File: src/rtl/mips_pkg.sv
// Shared pipeline definitions: multiplier FSM state type and iteration constants.
package mips_pkg;

   localparam int MULT_CYCLES = 32;
   localparam int MULT_CNT_W  = 6;

   typedef enum logic [1:0] {
      IDLE = 2'd0,
      RUN  = 2'd1,
      DONE = 2'd2
   } multState_t;

endpackage

File: src/rtl/mult_unit.sv
// Iterative radix-2 shift-add multiplier for mult/multu with sign/magnitude handling.
// The product lands in hi/lo on entry to DONE; a flush or reset abandons the operation silently.
module mult_unit #(
   parameter int MULT_CYCLES = 32
) (
   input  logic                   clk,
   input  logic                   rst,
   input  logic                   start,
   input  logic                   sgn,
   input  logic [MULT_CYCLES-1:0] srca,
   input  logic [MULT_CYCLES-1:0] srcb,
   input  logic                   flush,
   output logic                   busy,
   output logic                   done,
   output logic [MULT_CYCLES-1:0] hi,
   output logic [MULT_CYCLES-1:0] lo
);
   import mips_pkg::*;

   localparam int W = MULT_CYCLES;

   multState_t            state, stateNext;
   logic [MULT_CNT_W-1:0] cnt;
   logic [2*W-1:0]        acc;
   logic [2*W-1:0]        mcandSh;
   logic [W-1:0]          mplier;
   logic                  negRes;

   logic [W-1:0]          magA, magB;
   logic [2*W-1:0]        partial, accSum, prodFinal;
   logic                  lastIter, accept;

   // Negating 0x80000000 yields 0x80000000, which read unsigned is exactly 2^31.
   assign magA      = (sgn && srca[W-1]) ? (~srca + W'(1)) : srca;
   assign magB      = (sgn && srcb[W-1]) ? (~srcb + W'(1)) : srcb;
   assign partial   = mplier[0] ? mcandSh : '0;
   assign accSum    = acc + partial;
   assign prodFinal = negRes ? (~accSum + (2*W)'(1)) : accSum;
   assign lastIter  = (cnt == MULT_CNT_W'(MULT_CYCLES - 1));
   assign accept    = start && !flush;

   assign busy = (state != IDLE);
   assign done = (state == DONE) && !flush;

   always_ff @(posedge clk or posedge rst) begin
      if (rst) state <= IDLE;
      else     state <= stateNext;
   end

   always_comb begin
      stateNext = state;
      case (state)
         IDLE:    if (accept) stateNext = RUN;
         RUN: begin
            if (flush)         stateNext = IDLE;
            else if (lastIter) stateNext = DONE;
         end
         DONE:    stateNext = IDLE;
         default: stateNext = IDLE;
      endcase
   end

   always_ff @(posedge clk or posedge rst) begin
      if (rst) begin
         cnt     <= '0;
         acc     <= '0;
         mcandSh <= '0;
         mplier  <= '0;
         negRes  <= 1'b0;
         hi      <= '0;
         lo      <= '0;
      end else begin
         case (state)
            IDLE: begin
               if (accept) begin
                  mcandSh <= {{W{1'b0}}, magA};
                  mplier  <= magB;
                  negRes  <= sgn && (srca[W-1] ^ srcb[W-1]);
                  acc     <= '0;
                  cnt     <= '0;
               end
            end
            RUN: begin
               if (!flush) begin
                  acc     <= accSum;
                  mcandSh <= mcandSh << 1;
                  mplier  <= mplier >> 1;
                  cnt     <= cnt + MULT_CNT_W'(1);
                  if (lastIter) begin
                     hi <= prodFinal[2*W-1:W];
                     lo <= prodFinal[W-1:0];
                  end
               end
            end
            default: ;
         endcase
      end
   end

endmodule

File: config.mk
export PLATFORM = sky130hd
export DESIGN_NAME = mult_unit
export DESIGN_NICKNAME = d
export VERILOG_FILES = /design/src/rtl/mips_pkg.sv /design/src/rtl/mult_unit.sv
export SDC_FILE = /design/constraint.sdc
export NUM_CORES = 1
export LEC_CHECK = 0
export CAP_MARGIN = 30
export CELL_PAD_IN_SITES_DETAIL_PLACEMENT = 1
export CELL_PAD_IN_SITES_GLOBAL_PLACEMENT = 1
export CORE_ASPECT_RATIO = 0.6
export CORE_UTILIZATION = 30
export DETAILED_ROUTE_END_ITERATION = 8
export PLACE_DENSITY_LB_ADDON = 0.1
export SETUP_SLACK_MARGIN = 0.02
export SYNTH_ARGS = -nofsm -noshare
export SYNTH_HDL_FRONTEND = slang
export SYNTH_SLANG_ARGS = --single-unit
File: constraint.sdc
create_clock -name clk -period 13.9 [get_ports clk]
set_input_delay 2.78 -clock clk [delete_from_list [all_inputs] [get_ports clk]]
set_output_delay 2.78 -clock clk [all_outputs]
set_load 0.02 [all_outputs]
==> impl_metrics.tcl <==
set metrics [dict create \
    synth_edf_count 0 \
    preCtsSetupSlack_ns 6.94 \
    synth_ff_type "dfrtp_1" \
    clock_latency_ns 0.58 \
    r2r-start "mplier[0]" \
    grt_usage_pct 22.6 \
    crit_type "in -> out" \
    cts_root_buf "clkbuf_16" \
    final-seq-area_um2 5830 \
    fin_worst_skew_ns 0.0226 \
    r2r-end "hi[31]" \
    drcViolationCount 0 \
    port_buffers 134 \
    dr.first_iter.drc_count 1195 \
    yosys-top-cells-area "dfrtp_1 35%, o21ai_0 7.3%, nand2_1 5.7%" \
    critPathMaxStageDelay_ns 0.64 \
    clock-sinks 233 \
    io_pins 135 \
    final_cells 2875 \
    synth_area_um2 16800 \
    worstPathMaxFanout 5 \
    drv_cap 0 \
    postRouteAntennaNets 0 \
    htreeDepth 1 \
    drt_wl_total_mm 64.3 \
    antennaDiodeCount 0 \
    ys_seq_area_share_pct 34.8 \
    row_count 66 \
    syn2layout_area_growth_pct 18.1 \
    vias_per_cell 5.55 \
    clockBufferDepth 3 \
    fill_cells 6429 \
    grt_antenna_before_repair 2 \
    arrival_ns 4.18 \
    vias 15957 \
    slew_headroom_pct 22.6 \
    synthCells 2037 \
    reg2reg_slack_ns 7.66 \
    initial_core_util_pct 30.7 \
    finalCriticalPeriod_ns 6.96 \
    finish.utilization_pct 36.2 \
    crit_path_end_kind "primary output" \
    grt_max_degree 127 \
    placed_area_um2 18800 \
    hpwl_mm 50.1 \
    p_leak_uw 0.00823 \
    cpMostUsedCell "clkdlybuf4s50_1" \
    syn_nets 2174 \
    die-height_um 185 \
    min_path_cells 2 \
    multi_input_area_um2 10400 \
    ys_warn_count 0 \
    fin_ws_ns 6.94 \
    routedWlPerCell_um 22.4 \
    ctsHoldBuffers 0 \
    power.density_nw_per_um2 124 \
    cts-resized-gates 0 \
    cp-endpoint "done" \
    core_area_um2 54700 \
    slew_violations 0 \
    synth_seq_cells 233 \
    grt_pass1_vias 15793 \
    path_clk_slew_ns 0.06 \
    die_x_um 307 \
    async_flop_share_pct 100 \
    crit_start "flush" \
    crit_buf_inv 2 \
    ir_drop_mv 0.0615 \
    gp_congestion 0.944 \
    status "finished, final reports clean" \
    final_area_um2 19800 \
    critPathTopFamily "buffers and inverters" \
    dieArea_um2 56900 \
    grt_first_pass_wirelength_mm 98.7 \
    synth_top_area_cell "dfrtp_1" \
    cts_tree "done" \
    drive_gt1_share_pct 5.83 \
    syn_area_per_cell_um2 8.23 \
    first_pass_iters 5 \
    overflow 0 \
    setup-violations-final 0 \
    cp.required_ns 11.12 \
    max_freq_mhz 144 \
    period_share_pct 50.1 \
    layout_commonest_cell "nand2_1" \
    tightestPinTransition_ns 1.13 \
    yosysUniqueCellTypes 89 \
    final_cell_mix "253 x nand2_1, 244 x o21ai_0, 232 x dfrtp_1" \
    postCtsSetupRepairBufs 0 \
    hold_viol 0 \
    slowest_stage "clkdlybuf4s50_1" \
    cp.depth 3 \
    synth_top_area_share_pct 34.8 \
    crit_chain "clkdlybuf4s50_1, nor3b_1, clkdlybuf4s50_1" \
    numCtsBuffers 27 \
    dp_cells 2826 \
    hp-class "reg -> reg" \
    num-nets-final 2246 \
    setup_tns_ns 0 \
    critPathLaunchType "input pin" \
    r2r_cells 15 \
    rsz0062_at_grt "no" \
]
cell families after synthesis:
logic type,Yosys count,share of synthesized area [%]
buf+inv,143,3.34
fa+ha+maj,68,5.12
xor+xnor,153,7.99
compound gates,733,28.1
mux,4,0.254
simple gates,703,20.4
flops,233,34.8
synthesized netlist by cell type (all sizes together) (7+ instances only):
master and count:
o21ai 270, nand2 254, dfrtp 233, a21oi 160
nor2 149, clkbuf 94, xor2 91, and2 88
a22o 77, ha 67, xnor2 62, nand4 44
nor3 40, a22oi 32, o31ai 31, inv 27
a21o 25, or3 23, nand3 22, buf 21
o211ai 18, a211oi 16, a31oi 16, nand2b 16
or2 15, o41ai 14, nor4 13, o21a 13
a21boi 8, or4 8, nand3b 7
worst min-delay path by stage:
| stage | startpoint | end | slack, ns |
|---|---|---|---|
| 6_report | mcandSh[63] | mcandSh[63] | 0.46 |
| 3_3_place_gp | mcandSh[63] | mcandSh[63] | 0.45 |
| 3_5_place_dp | mcandSh[63] | mcandSh[63] | 0.46 |
| 2_1_floorplan | mcandSh[63] | mcandSh[63] | 0.44 |
| 5_1_grt | mplier[31] | mplier[31] | 0.51 |
| 4_1_cts | mcandSh[63] | mcandSh[63] | 0.47 |
per-stage QoR:
step / total power, uW / hold slack (ns)
after global routing: 2600 / 0.507
after detailed placement: 1680 / 0.458
final: 2460 / 0.463
after floorplan: 1380 / 0.439
after CTS: 2480 / 0.472
after global placement: 1660 / 0.453
area by class of cell:
class | instances | share of cell area [%]
clock buffers | 37 | 3.75
well taps | 748 | 4.72
multi-input cells | 1661 | 52.6
repair buffers | 158 | 7.94
clock inverters | 10 | 1.01
inverters | 28 | 0.568
flip-flops and latches | 233 | 29.4
routing by layer:
metal | up-vias | track usage (%) | wire [um]
met1 | 7957 | 37.3 | 35700
li1 | 7564 | - | -
met3 | 47 | 4.93 | 4220
met5 | - | 0 | 13
met2 | 387 | 29.2 | 23600
met4 | 2 | 3.16 | 827
sequential cells by signal, indices dropped and copies added, names as in the netlist:
register,count
state,2
cnt,6
mcandSh,64
mplier,32
negRes,1
hi,32
acc,64
lo,32
worst reg2reg max path: stages (launching register included):
cell       delay [ns]
dfrtp_1          0.77
buf_4            0.51
and2_1           0.27
ha_1             0.39
nand2_1          0.16
nor2_1           0.23
o211ai_1         0.20
a2111oi_0        1.02
nor3_1           0.15
xnor2_1          0.26
a211o_1          0.36
nor4_2           0.45
nand4_1          0.58
o41ai_2          0.49
xnor2_1          0.17
o21ai_1          0.08
power breakdown:
group	internal, uW	switching [uW]	total (uW)
clock network	468	311	780
registers	759	78.7	838
logic	283	563	846
total	1510	953	2460
Power figures use the tool's default switching activity.
